[src/rtl/brdg_actag_mapper.sv]
// PASID-to-acTag mapper: holds one command in stage 1, looks its PASID up
// in a tag table and, on a miss, injects an assign_acTag ahead of it.

// One table entry: a resettable valid bit plus the PASID tag it holds.
module brdg_actag_entry #(
  parameter int PASID_W = 20
) (
  input  logic               clk,
  input  logic               rst,
  input  logic               wr_en,
  input  logic [PASID_W-1:0] wr_tag,
  input  logic               inv_valid,
  input  logic [PASID_W-1:0] inv_pasid,
  input  logic [PASID_W-1:0] lk_pasid,
  output logic               vld,
  output logic               match
);
  logic [PASID_W-1:0] tag;

  // Allocation sets the entry; invalidate clears it when the tag matches.
  always_ff @(posedge clk) begin
    if (rst) begin
      vld <= 1'b0;
      tag <= '0;
    end else if (wr_en) begin
      vld <= 1'b1;
      tag <= wr_tag;
    end else if (inv_valid && tag == inv_pasid) begin
      vld <= 1'b0;
    end
  end

  assign match = vld & (tag == lk_pasid);
endmodule

module brdg_actag_mapper #(
  parameter int IDX_W   = 6,
  parameter int PASID_W = 20,
  parameter int MODE    = 0
) (
  input  logic        clk,
  input  logic        rst,
  input  logic [11:0] cfg_actag_base,
  input  logic        tlx_i_cmd_valid,
  input  logic [7:0]  tlx_i_cmd_opcode,
  input  logic [15:0] tlx_i_cmd_afutag,
  input  logic [67:0] tlx_i_cmd_ea_or_obj,
  input  logic [1:0]  tlx_i_cmd_dl,
  input  logic [2:0]  tlx_i_cmd_pl,
  input  logic [19:0] tlx_i_cmd_pasid,
  output logic        tlx_cmd_s1_ready,
  output logic        tlx_o_cmd_valid,
  output logic [7:0]  tlx_o_cmd_opcode,
  output logic [15:0] tlx_o_cmd_afutag,
  output logic [67:0] tlx_o_cmd_ea_or_obj,
  output logic [1:0]  tlx_o_cmd_dl,
  output logic [2:0]  tlx_o_cmd_pl,
  output logic [11:0] tlx_o_cmd_actag,
  output logic [19:0] tlx_o_cmd_pasid,
  input  logic        tlx_afu_cmd_ready,
  output logic        tlx_wdata_rdrq,
  input  logic        inv_valid,
  input  logic [19:0] inv_pasid,
  output logic [31:0] assign_cnt
);
  localparam int N = 1 << IDX_W;
  localparam logic [7:0] ASSIGN_OP = 8'h50;

  typedef struct packed {
    logic [7:0]  opcode;
    logic [15:0] afutag;
    logic [67:0] ea_or_obj;
    logic [1:0]  dl;
    logic [2:0]  pl;
    logic [19:0] pasid;
  } cmd_t;

  cmd_t               s1_cmd;
  logic               s1_valid, s1_assigned;
  logic [IDX_W-1:0]   s1_idx, rr_ptr;
  logic [N-1:0]       tbl_vld, tbl_match, tbl_wr;
  logic [PASID_W-1:0] lk_pasid;
  logic [IDX_W-1:0]   dir_idx, hit_idx, victim, out_idx;
  logic               hit, vic_free, issue, use_cmd, s1_adv, do_assign;

  assign lk_pasid = s1_cmd.pasid[PASID_W-1:0];
  assign dir_idx  = s1_cmd.pasid[IDX_W-1:0];

  for (genvar g = 0; g < N; g++) begin : g_ent
    brdg_actag_entry #(.PASID_W(PASID_W)) u_ent (
      .clk       (clk),
      .rst       (rst),
      .wr_en     (tbl_wr[g]),
      .wr_tag    (lk_pasid),
      .inv_valid (inv_valid),
      .inv_pasid (inv_pasid[PASID_W-1:0]),
      .lk_pasid  (lk_pasid),
      .vld       (tbl_vld[g]),
      .match     (tbl_match[g])
    );
  end

  // Lookup and victim choice; descending loop leaves the lowest index winning.
  always_comb begin
    hit      = 1'b0;
    hit_idx  = '0;
    victim   = rr_ptr;
    vic_free = 1'b0;
    if (MODE == 0) begin
      hit      = tbl_match[dir_idx];
      hit_idx  = dir_idx;
      victim   = dir_idx;
      vic_free = 1'b1;
    end else begin
      for (int i = N - 1; i >= 0; i--) begin
        if (tbl_match[i]) begin
          hit     = 1'b1;
          hit_idx = IDX_W'(i);
        end
        if (!tbl_vld[i]) begin
          vic_free = 1'b1;
          victim   = IDX_W'(i);
        end
      end
    end
  end

  // Invalidate and reset both block issue; a held assign reuses its index.
  assign issue     = s1_valid & tlx_afu_cmd_ready & ~inv_valid & ~rst;
  assign use_cmd   = hit | s1_assigned;
  assign out_idx   = s1_assigned ? s1_idx : hit_idx;
  assign s1_adv    = issue & use_cmd;
  assign do_assign = issue & ~use_cmd;
  assign tbl_wr    = {{(N-1){1'b0}}, do_assign} << victim;

  assign tlx_cmd_s1_ready = ~s1_valid | s1_adv;
  assign tlx_wdata_rdrq   = s1_adv & (s1_cmd.opcode == 8'h20 | s1_cmd.opcode == 8'h30);

  // Stage 1: load on accept, clear on advance, mark assigned after a miss.
  always_ff @(posedge clk) begin
    if (rst) begin
      s1_valid    <= 1'b0;
      s1_assigned <= 1'b0;
      s1_idx      <= '0;
      s1_cmd      <= '0;
    end else if (tlx_cmd_s1_ready && tlx_i_cmd_valid) begin
      s1_valid    <= 1'b1;
      s1_assigned <= 1'b0;
      s1_cmd      <= {tlx_i_cmd_opcode, tlx_i_cmd_afutag, tlx_i_cmd_ea_or_obj,
                      tlx_i_cmd_dl, tlx_i_cmd_pl, tlx_i_cmd_pasid};
    end else if (s1_adv) begin
      s1_valid    <= 1'b0;
      s1_assigned <= 1'b0;
    end else if (do_assign) begin
      s1_assigned <= 1'b1;
      s1_idx      <= victim;
    end
  end

  // Registered command output; fields hold between pulses.
  always_ff @(posedge clk) begin
    if (rst) begin
      tlx_o_cmd_valid     <= 1'b0;
      tlx_o_cmd_opcode    <= '0;
      tlx_o_cmd_afutag    <= '0;
      tlx_o_cmd_ea_or_obj <= '0;
      tlx_o_cmd_dl        <= '0;
      tlx_o_cmd_pl        <= '0;
      tlx_o_cmd_actag     <= '0;
      tlx_o_cmd_pasid     <= '0;
    end else begin
      tlx_o_cmd_valid <= issue;
      if (s1_adv) begin
        tlx_o_cmd_opcode    <= s1_cmd.opcode;
        tlx_o_cmd_afutag    <= s1_cmd.afutag;
        tlx_o_cmd_ea_or_obj <= s1_cmd.ea_or_obj;
        tlx_o_cmd_dl        <= s1_cmd.dl;
        tlx_o_cmd_pl        <= s1_cmd.pl;
        tlx_o_cmd_actag     <= cfg_actag_base + 12'(out_idx);
        tlx_o_cmd_pasid     <= s1_cmd.pasid;
      end else if (do_assign) begin
        tlx_o_cmd_opcode    <= ASSIGN_OP;
        tlx_o_cmd_afutag    <= s1_cmd.afutag;
        tlx_o_cmd_ea_or_obj <= '0;
        tlx_o_cmd_dl        <= '0;
        tlx_o_cmd_pl        <= '0;
        tlx_o_cmd_actag     <= cfg_actag_base + 12'(victim);
        tlx_o_cmd_pasid     <= s1_cmd.pasid;
      end
    end
  end

  // Round-robin pointer moves only on a full-table eviction; assign counter.
  always_ff @(posedge clk) begin
    if (rst) begin
      rr_ptr     <= '0;
      assign_cnt <= '0;
    end else if (do_assign) begin
      assign_cnt <= assign_cnt + 32'd1;
      if (!vic_free) rr_ptr <= rr_ptr + 1'b1;
    end
  end
endmodule

[config.mk]
export PLATFORM = sky130hd
export DESIGN_NAME = brdg_actag_mapper
export DESIGN_NICKNAME = d
export VERILOG_FILES = /design/src/rtl/brdg_actag_mapper.sv
export SDC_FILE = /design/constraint.sdc
export NUM_CORES = 2
export LEC_CHECK = 0
export BUFFER_PORTS_ARGS = -buffer_cell sky130_fd_sc_hd__buf_2
export CORE_MARGIN = 4
export CORE_UTILIZATION = 35
export CTS_CLUSTER_SIZE = 20
export DETAILED_ROUTE_END_ITERATION = 12
export PLACE_DENSITY_LB_ADDON = 0.3
export SLEW_MARGIN = 20
export SYNTH_ARGS = -nofsm -noshare
export SYNTH_HDL_FRONTEND = slang
export SYNTH_SLANG_ARGS = --single-unit
[constraint.sdc]
create_clock -name clk -period 4.25 [get_ports clk]
set_input_delay 0.85 -clock clk [delete_from_list [all_inputs] [get_ports clk]]
set_output_delay 0.85 -clock clk [all_outputs]
set_load 0.05 [all_outputs]
# --- Word-level counts from Yosys, hierarchy flattened ---
# Cells that the tools add are included.
classes:
  n_addsub: 3
  magnitude_cmp: 1
  n_eq_ne: 130
  shift: 1
  muxes: 147
  n_bitwise: 79
  reduce_logical: 133
op_table:
  columns: ["op", "n"]
  rows:
  - ["$eq A20 B20 Y1", 128]
  - ["$mux W68", 2]
  - ["$reduce_bool A2 Y1", 66]
  - ["$mux W1", 131]
  - ["$and A1 B1 Y1", 70]
  - ["$logic_and A1 B1 Y1", 65]
  - ["$shl A1 B6 Y64", 1]
  - ["$mux W20", 2]
  - ["$add A32 B1 Y32 const B", 1]
  - ["$mux W16", 2]
  - ["$add A12 B6 Y12", 2]
  - ["$mux W12", 2]
  - ["$eq A8 B6 Y1 const B", 2]
  - ["$mux W8", 2]
  - ["$lt A6 B7 Y1 const B", 1]
  - ["$bmux W1 S6", 1]
  - ["$mux W3", 2]
  - ["$mux W6", 1]
  - ["$not A1 Y1", 6]
  - ["$mux W2", 2]
  - ["$or A1 B1 Y1", 3]
  - ["$reduce_and A3 Y1", 1]
  - ["$reduce_or A3 Y1", 1]
word_totals:
  reg_bits: 1631
  input_bits: 154

# --- Longest topological paths before layout ---
logic_depth:
  depth_word: 10
  depth_mapped: 19

# --- Modules after synthesis ---
# A second synthesis with hierarchy kept.
hier_totals:
  hier_cells: 9327
  area_unflattened_um2: 87078.5
by_module_without_submodules:
  columns: ["module", "instances", "cells_per_inst", "area_each_um2", "seq_area_each_um2"]
  rows:
  - ["brdg_actag_entry", 64, 122, 1172.4, 420.4]
  - ["brdg_actag_mapper", 1, 1519, 12046.6, 5745.5]

# --- Worst setup path after synthesis ---
# Ideal clock, no wire load.
synth_path:
  path_kind: "input -> register"
  startpoint: "input port rst"
  endpoint: "register tlx_o_cmd_actag[10]"
  arrival_ns: 4.179
  path_slack_ns: -0.066
  stages: 19
  n_path_buf: 2
  cell_sequence: "clkbuf_1 > inv_1 > nand2_1 > clkinv_1 > clkbuf_1 > nand2_1 > mux2_2 > ha_1 > fa_1 > a21oi_1 > nor2_1 > nor2_1 > nor2b_1 > o21ai_0 > nand2b_1 > and3_1 > nand3_1 > xor2_1 > a211oi_1"
synth_via:
  elab_chain_cells: 4
  word_cells_on_any_way: 6
synth_lines:
  columns: ["element", "line", "source"]
  rows:
  - ["start: declaration", "42", "input logic rst,"]
  - ["$not A1 Y1", "129", "assign issue = s1_valid & tlx_afu_cmd_ready & ~inv_valid & ~rst;"]
  - ["$and A1 B1 Y1", "129", null]
  - ["$and A1 B1 Y1 (on tied branches)", "132, 133", null]
  - ["$mux W12 / $reduce_bool A2 Y1 (equally long branches)", null, null]
  - ["end signal: assignment", "179", "tlx_o_cmd_actag <= cfg_actag_base + 12'(out_idx);"]
  - ["end signal: assignment", "187", "tlx_o_cmd_actag <= cfg_actag_base + 12'(victim);"]
  - ["end: declaration", "58", "output logic [11:0] tlx_o_cmd_actag,"]
# Parallel ways exist; a longest one is shown, timed or not.
# A chain may end at the register's enable or synchronous reset.

# --- Final worst setup path ---
layout_path:
  startpoint: "register s1_cmd, in the netlist lk_pasid[13]"
  endpoint: "output port tlx_wdata_rdrq"
layout_via:
  elab_chain_cells: 7
  word_cells_on_any_way: 133
layout_lines:
  columns: ["element", "line", "source"]
  rows:
  - ["start: declaration", "78", "cmd_t s1_cmd;"]
  - ["start signal: assignment", "149", "s1_cmd <= {tlx_i_cmd_opcode, tlx_i_cmd_afutag, tlx_i_cmd_ea_or_obj,"]
  - ["$eq A20 B20 Y1", "33", "assign match = vld & (tag == lk_pasid);"]
  - ["$and A1 B1 Y1", "33", null]
  - ["$bmux W1 S6 *", "110", "hit = tbl_match[dir_idx];"]
  - ["$mux W1 (implied by the code) *", "110", null]
  - ["$or A1 B1 Y1 *", "130", "assign use_cmd = hit | s1_assigned;"]
  - ["$and A1 B1 Y1 *", "132", "assign s1_adv = issue & use_cmd;"]
  - ["$and A1 B1 Y1 *", "137", "assign tlx_wdata_rdrq = s1_adv & (s1_cmd.opcode == 8'h20 | s1_cmd.opcode == 8'h30);"]
  - ["end: declaration", "61", "output logic tlx_wdata_rdrq,"]
# Every way passes the cells marked *; elsewhere a longest branch is shown, timed or not. The select of a mux whose other input is x is not followed.

==> results.py <==
metrics = {
    "final_layout": {
        "fill_cells": 23776,
        "seq_area_sq_um": 32700,
        "multiInputGateArea_sq_um": 49900,
        "drive_gt1_share_pct": 16.0,
        "syn2layout_area_growth_pct": 19.7,
        "layout.nets": 9960,
    },
    "grt": {
        "grtUsageTotal_pct": 28.7,
        "grt_pass1_wl_um": 551000,
        "antenna_found_initial": 25,
        "grt_pass1_vias": 77561,
        "grt_overflow": 0,
        "grt_max_degree": 281,
    },
    "setup_path": {
        "cp-end-kind": "output pin",
        "max_stage_delay_ns": 0.42,
        "crit_chain": "clkbuf_8, xor2_1, nor4_1, nand4_1, a22oi_2, buf_4, o31ai_4, o32a_4, a21oi_4, and3_4, buf_8",
        "r2r_end": "g_ent[44].u_ent.tag[6]$_SDFFE_PP0P_",
        "crit_start": "lk_pasid[13]$_SDFFE_PP0P_",
        "critPathLaunchType": "flop",
        "arrival_ns": 4.02,
        "slowest_stage": "dfxtp_4",
        "worstPathRequired_ns": 3.40,
        "r2r-start": "lk_pasid[12]$_SDFFE_PP0P_",
        "worstSetupPathType": "flop to output pin",
        "crit_fanout": 16,
        "rr_worst_depth": 17,
        "reg2reg_slack_ns": -0.04,
    },
    "logic_synthesis": {
        "netlist-cell-type-count": 73,
        "ys_seq_elements": 1631,
        "async_reset_ff_share_pct": 0,
        "synth.area.mux_share_pct": 3.37,
        "synth_nets": 9693,
        "syn_area_sq_um": 86700,
        "yosysWarnings": 0,
        "synth-simple-area-share_pct": 12.5,
        "synth_fa_ha_area_share_pct": 0.124,
        "synth_compound_area_share_pct": 15.0,
        "syn_avg_cell_area_sq_um": 9.09,
        "synth-xor-area-share_pct": 25.3,
        "ys.flop_type": "dfxtp_1",
        "netlist_instances": 9531,
        "synth.yosys.seq_area_share_pct": 37.7,
        "synth_top_family_by_area": "XOR/XNOR gates",
        "synth-edff-count": 0,
    },
    "floorplan": {
        "rows": 182,
        "die_area_sq_um": 256000,
        "core_area_sq_um": 246000,
        "start_util_pct": 35.2,
        "ios": 318,
        "die_h_um": 506,
        "die_w_um": 506,
    },
    "clocking": {
        "numCtsBuffers": 184,
        "clock_path_buffers": 3,
        "ctsHoldBuffers": 0,
        "clock_latency_ns": 0.88,
        "clock_sinks": 1631,
        "cts_tree": "yes",
        "root_buffer": "clkbuf_16",
        "htreeDepth": 4,
        "clkTransAtPathRegs_ns": 0.06,
    },
    "detailed_routing": {
        "drc_errors": 0,
        "dr.pass1.iters": 6,
        "ant_nets": 0,
        "drt_iter0_drc": 9949,
        "viasPerCell": 6.06,
        "drt-total-wl_um": 387000,
        "num_vias": 80423,
        "wl_per_cell_um": 29.1,
    },
    "sta": {
        "layout_min_cycle_time_ns": 4.87,
        "tightest_slew_ns": 1.26,
        "clock_skew_ns": 0.0710,
        "finalHoldViolCount": 0,
        "slew_headroom_pct": 16.0,
        "setup_violations": 19,
        "setup_slack_ns": -0.620,
        "period_share_pct": 115,
        "final_max_slew_viol_count": 0,
        "rsz0062_at_grt": "yes",
        "fmax_ghz": 0.205,
        "setup_tns_ns": -1.56,
    },
    "power": {
        "finalPower_uw": 37700,
        "leakage_uw": 0.0446,
        "pwr_density_cell_nw_per_um2": 363,
        "irDropWorstVdd_mv": 0.406,
    },
    "outcome": {
        "violations": "setup timing",
        "status": "complete, but fails checks",
    },
    "worst_hold_path": {
        "worstHoldStart": "tlx_i_cmd_ea_or_obj[53]",
        "min_path_cells": 3,
        "min_to": "s1_cmd[78]$_SDFFE_PP0P_",
        "hp-class": "input pin to flop",
    },
    "placed_design": {
        "gp_congestion": 0.920,
        "dp_hpwl_um": 231000,
        "io_buffer_count": 317,
    },
    "job": {
        "max_cap_viol_count": 0,
    },
}
==> cell usage after synthesis (8+ instances only) <==
| master | count | share of area, % |
|---|---|---|
| nand3_1 | 207 | 1.2 |
| nor4_1 | 458 | 3.3 |
| and4_1 | 8 | 0.081 |
| nand2b_1 | 8 | 0.058 |
| nor4b_1 | 10 | 0.10 |
| a22oi_1 | 79 | 0.68 |
| o21ai_0 | 715 | 4.1 |
| buf_2 | 107 | 0.62 |
| nor2_1 | 189 | 0.82 |
| a21oi_1 | 235 | 1.4 |
| o21a_1 | 93 | 0.81 |
| mux2i_1 | 275 | 3.2 |
| a31o_2 | 33 | 0.33 |
| xor2_1 | 1896 | 19 |
| clkbuf_1 | 681 | 2.9 |
| nand4_1 | 267 | 1.9 |
| dfxtp_1 | 1631 | 38 |
| buf_4 | 72 | 0.62 |
| o311ai_0 | 674 | 6.8 |
| or4_1 | 26 | 0.23 |
| o31ai_1 | 11 | 0.095 |
| buf_6 | 77 | 1.0 |
| and3_1 | 202 | 1.5 |
| nand2_1 | 492 | 2.1 |
| inv_1 | 110 | 0.48 |
| nor3_1 | 144 | 0.83 |
| nor2b_1 | 13 | 0.094 |
| o21ai_1 | 70 | 0.40 |
| buf_1 | 46 | 0.20 |
| xnor2_1 | 607 | 6.1 |
| mux2_2 | 15 | 0.19 |
==> worst max-delay path by stage <==
| stage | endpoint | cells past startpoint | slack, ns |
|---|---|---|---|
| after floorplan | tlx_o_cmd_actag[10]$_SDFFE_PP0P_ | 19 | 0.03 |
| after global placement | lk_pasid[13]$_SDFFE_PP0P_ | 16 | -0.55 |
| after detailed placement | lk_pasid[13]$_SDFFE_PP0P_ | 16 | -0.64 |
| after CTS | tlx_cmd_s1_ready | 15 | -0.61 |
| after global routing | tlx_cmd_s1_ready | 16 | -0.65 |
| final | tlx_wdata_rdrq | 11 | -0.62 |
==> critical path: cells and delay by family (launching register included) <==
kind,cells,cell delay (ns)
AOI/OAI and AO/OA,4,0.92
xor gates and xnor gates,1,0.13
buffers and inverters,3,0.69
DFF,1,0.42
and+or+nand+nor,3,0.93
==> power breakdown <==
part	internal, uW	total (uW)	switching [uW]
Combinational	1840	5580	3740
Sequential	15400	15500	95.0
Clock	9670	16600	6950
==> metal layers <==
metal  share of wire [%]  GRT usage, %  vias up  routed length, um
met1                  39          37.5    39437             151000
li1                    -             -    34447                  -
met4                 6.5          15.5       14              25200
met2                  42          42.9     5169             164000
met5               0.024             0        -                 94
met3                  12          7.46     1356              47000
==> stage by stage <==
stage / setup slack [ns] / util (%) / instance area [sq um] / hold slack, ns / std cells
after global routing: -0.650 / 42.1 / 104000 / 0.207 / 13264
after detailed placement: -0.635 / 38.4 / 94600 / 0.444 / 12766
after floorplan: 0.0312 / - / 86700 / 0.432 / 9531
after CTS: -0.609 / 41.7 / 103000 / 0.185 / 13215
after global placement: -0.549 / 38.4 / 94600 / 0.437 / 12766
final: -0.620 / 42.1 / 104000 / 0.230 / 13272
==> area by class of cell <==
class / instances / area share (%)
Multi-Input combinational cell: 6800 / 48.1
Sequential cell: 1631 / 31.6
Timing Repair Buffer: 1070 / 9.94
Clock buffer: 277 / 5.35
Tap cell: 3312 / 4.00
Clock inverter: 60 / 0.644
Inverter: 111 / 0.410
Antenna cell: 11 / 0.0265
==> layout by cell type (no fill, tap or decap), types with 15 or more instances in the layout <==
cell type / synthesis / final
a21oi_1: 235 / 228
a22oi_1: 79 / 78
a31o_2: 33 / 33
and3_1: 202 / 200
buf_12: 0 / 185
buf_2: 107 / 294
buf_4: 72 / 511
buf_6: 77 / 47
clkbuf_1: 681 / 40
clkbuf_16: 0 / 194
clkbuf_8: 0 / 48
clkinv_2: 0 / 37
dfxtp_1: 1631 / 1611
dfxtp_4: 0 / 20
inv_1: 110 / 109
mux2_2: 15 / 15
mux2i_1: 275 / 274
nand2_1: 492 / 475
nand2_4: 0 / 16
nand3_1: 207 / 200
nand4_1: 267 / 267
nor2_1: 189 / 186
nor3_1: 144 / 141
nor4_1: 458 / 406
nor4_2: 1 / 45
o21a_1: 93 / 93
o21ai_0: 715 / 713
o21ai_1: 70 / 70
o311ai_0: 674 / 668
or4_1: 26 / 21
xnor2_1: 607 / 601
xor2_1: 1896 / 1889
==> cells by family after synthesis <==
kind of cell | count (synthesis)
compound gates | 1946
xor+xnor | 2503
fa+ha+maj | 8
buf+inv | 1100
flops | 1631
mux | 290
simple gates | 2053
==> flip-flops by register name (all words and copies together), names as in the netlist <==
| register | cells |
|---|---|
| lk_pasid | 20 |
| tlx_o_cmd_pasid | 20 |
| tlx_o_cmd_dl | 2 |
| tlx_o_cmd_ea_or_obj | 68 |
| s1_assigned | 1 |
| tlx_o_cmd_actag | 12 |
| tlx_o_cmd_pl | 3 |
| s1_valid | 1 |
| tlx_o_cmd_afutag | 16 |
| s1_cmd | 97 |
| g_ent.u_ent.vld | 64 |
| g_ent.u_ent.tag | 1280 |
| s1_idx | 6 |
| tlx_o_cmd_valid | 1 |
| assign_cnt | 32 |
| tlx_o_cmd_opcode | 8 |
==> timing repair <==
| action | 4_1_cts | 5_1_grt |
|---|---|---|
| cloned | 5 | 4 |
| pin swaps | 43 | 54 |
| endpoints found under the setup margin | 1273 | 127 |
| setup buffers | 109 | 43 |
| resized for setup | 123 | 89 |
Note: power is estimated with default switching activity, not from simulation.
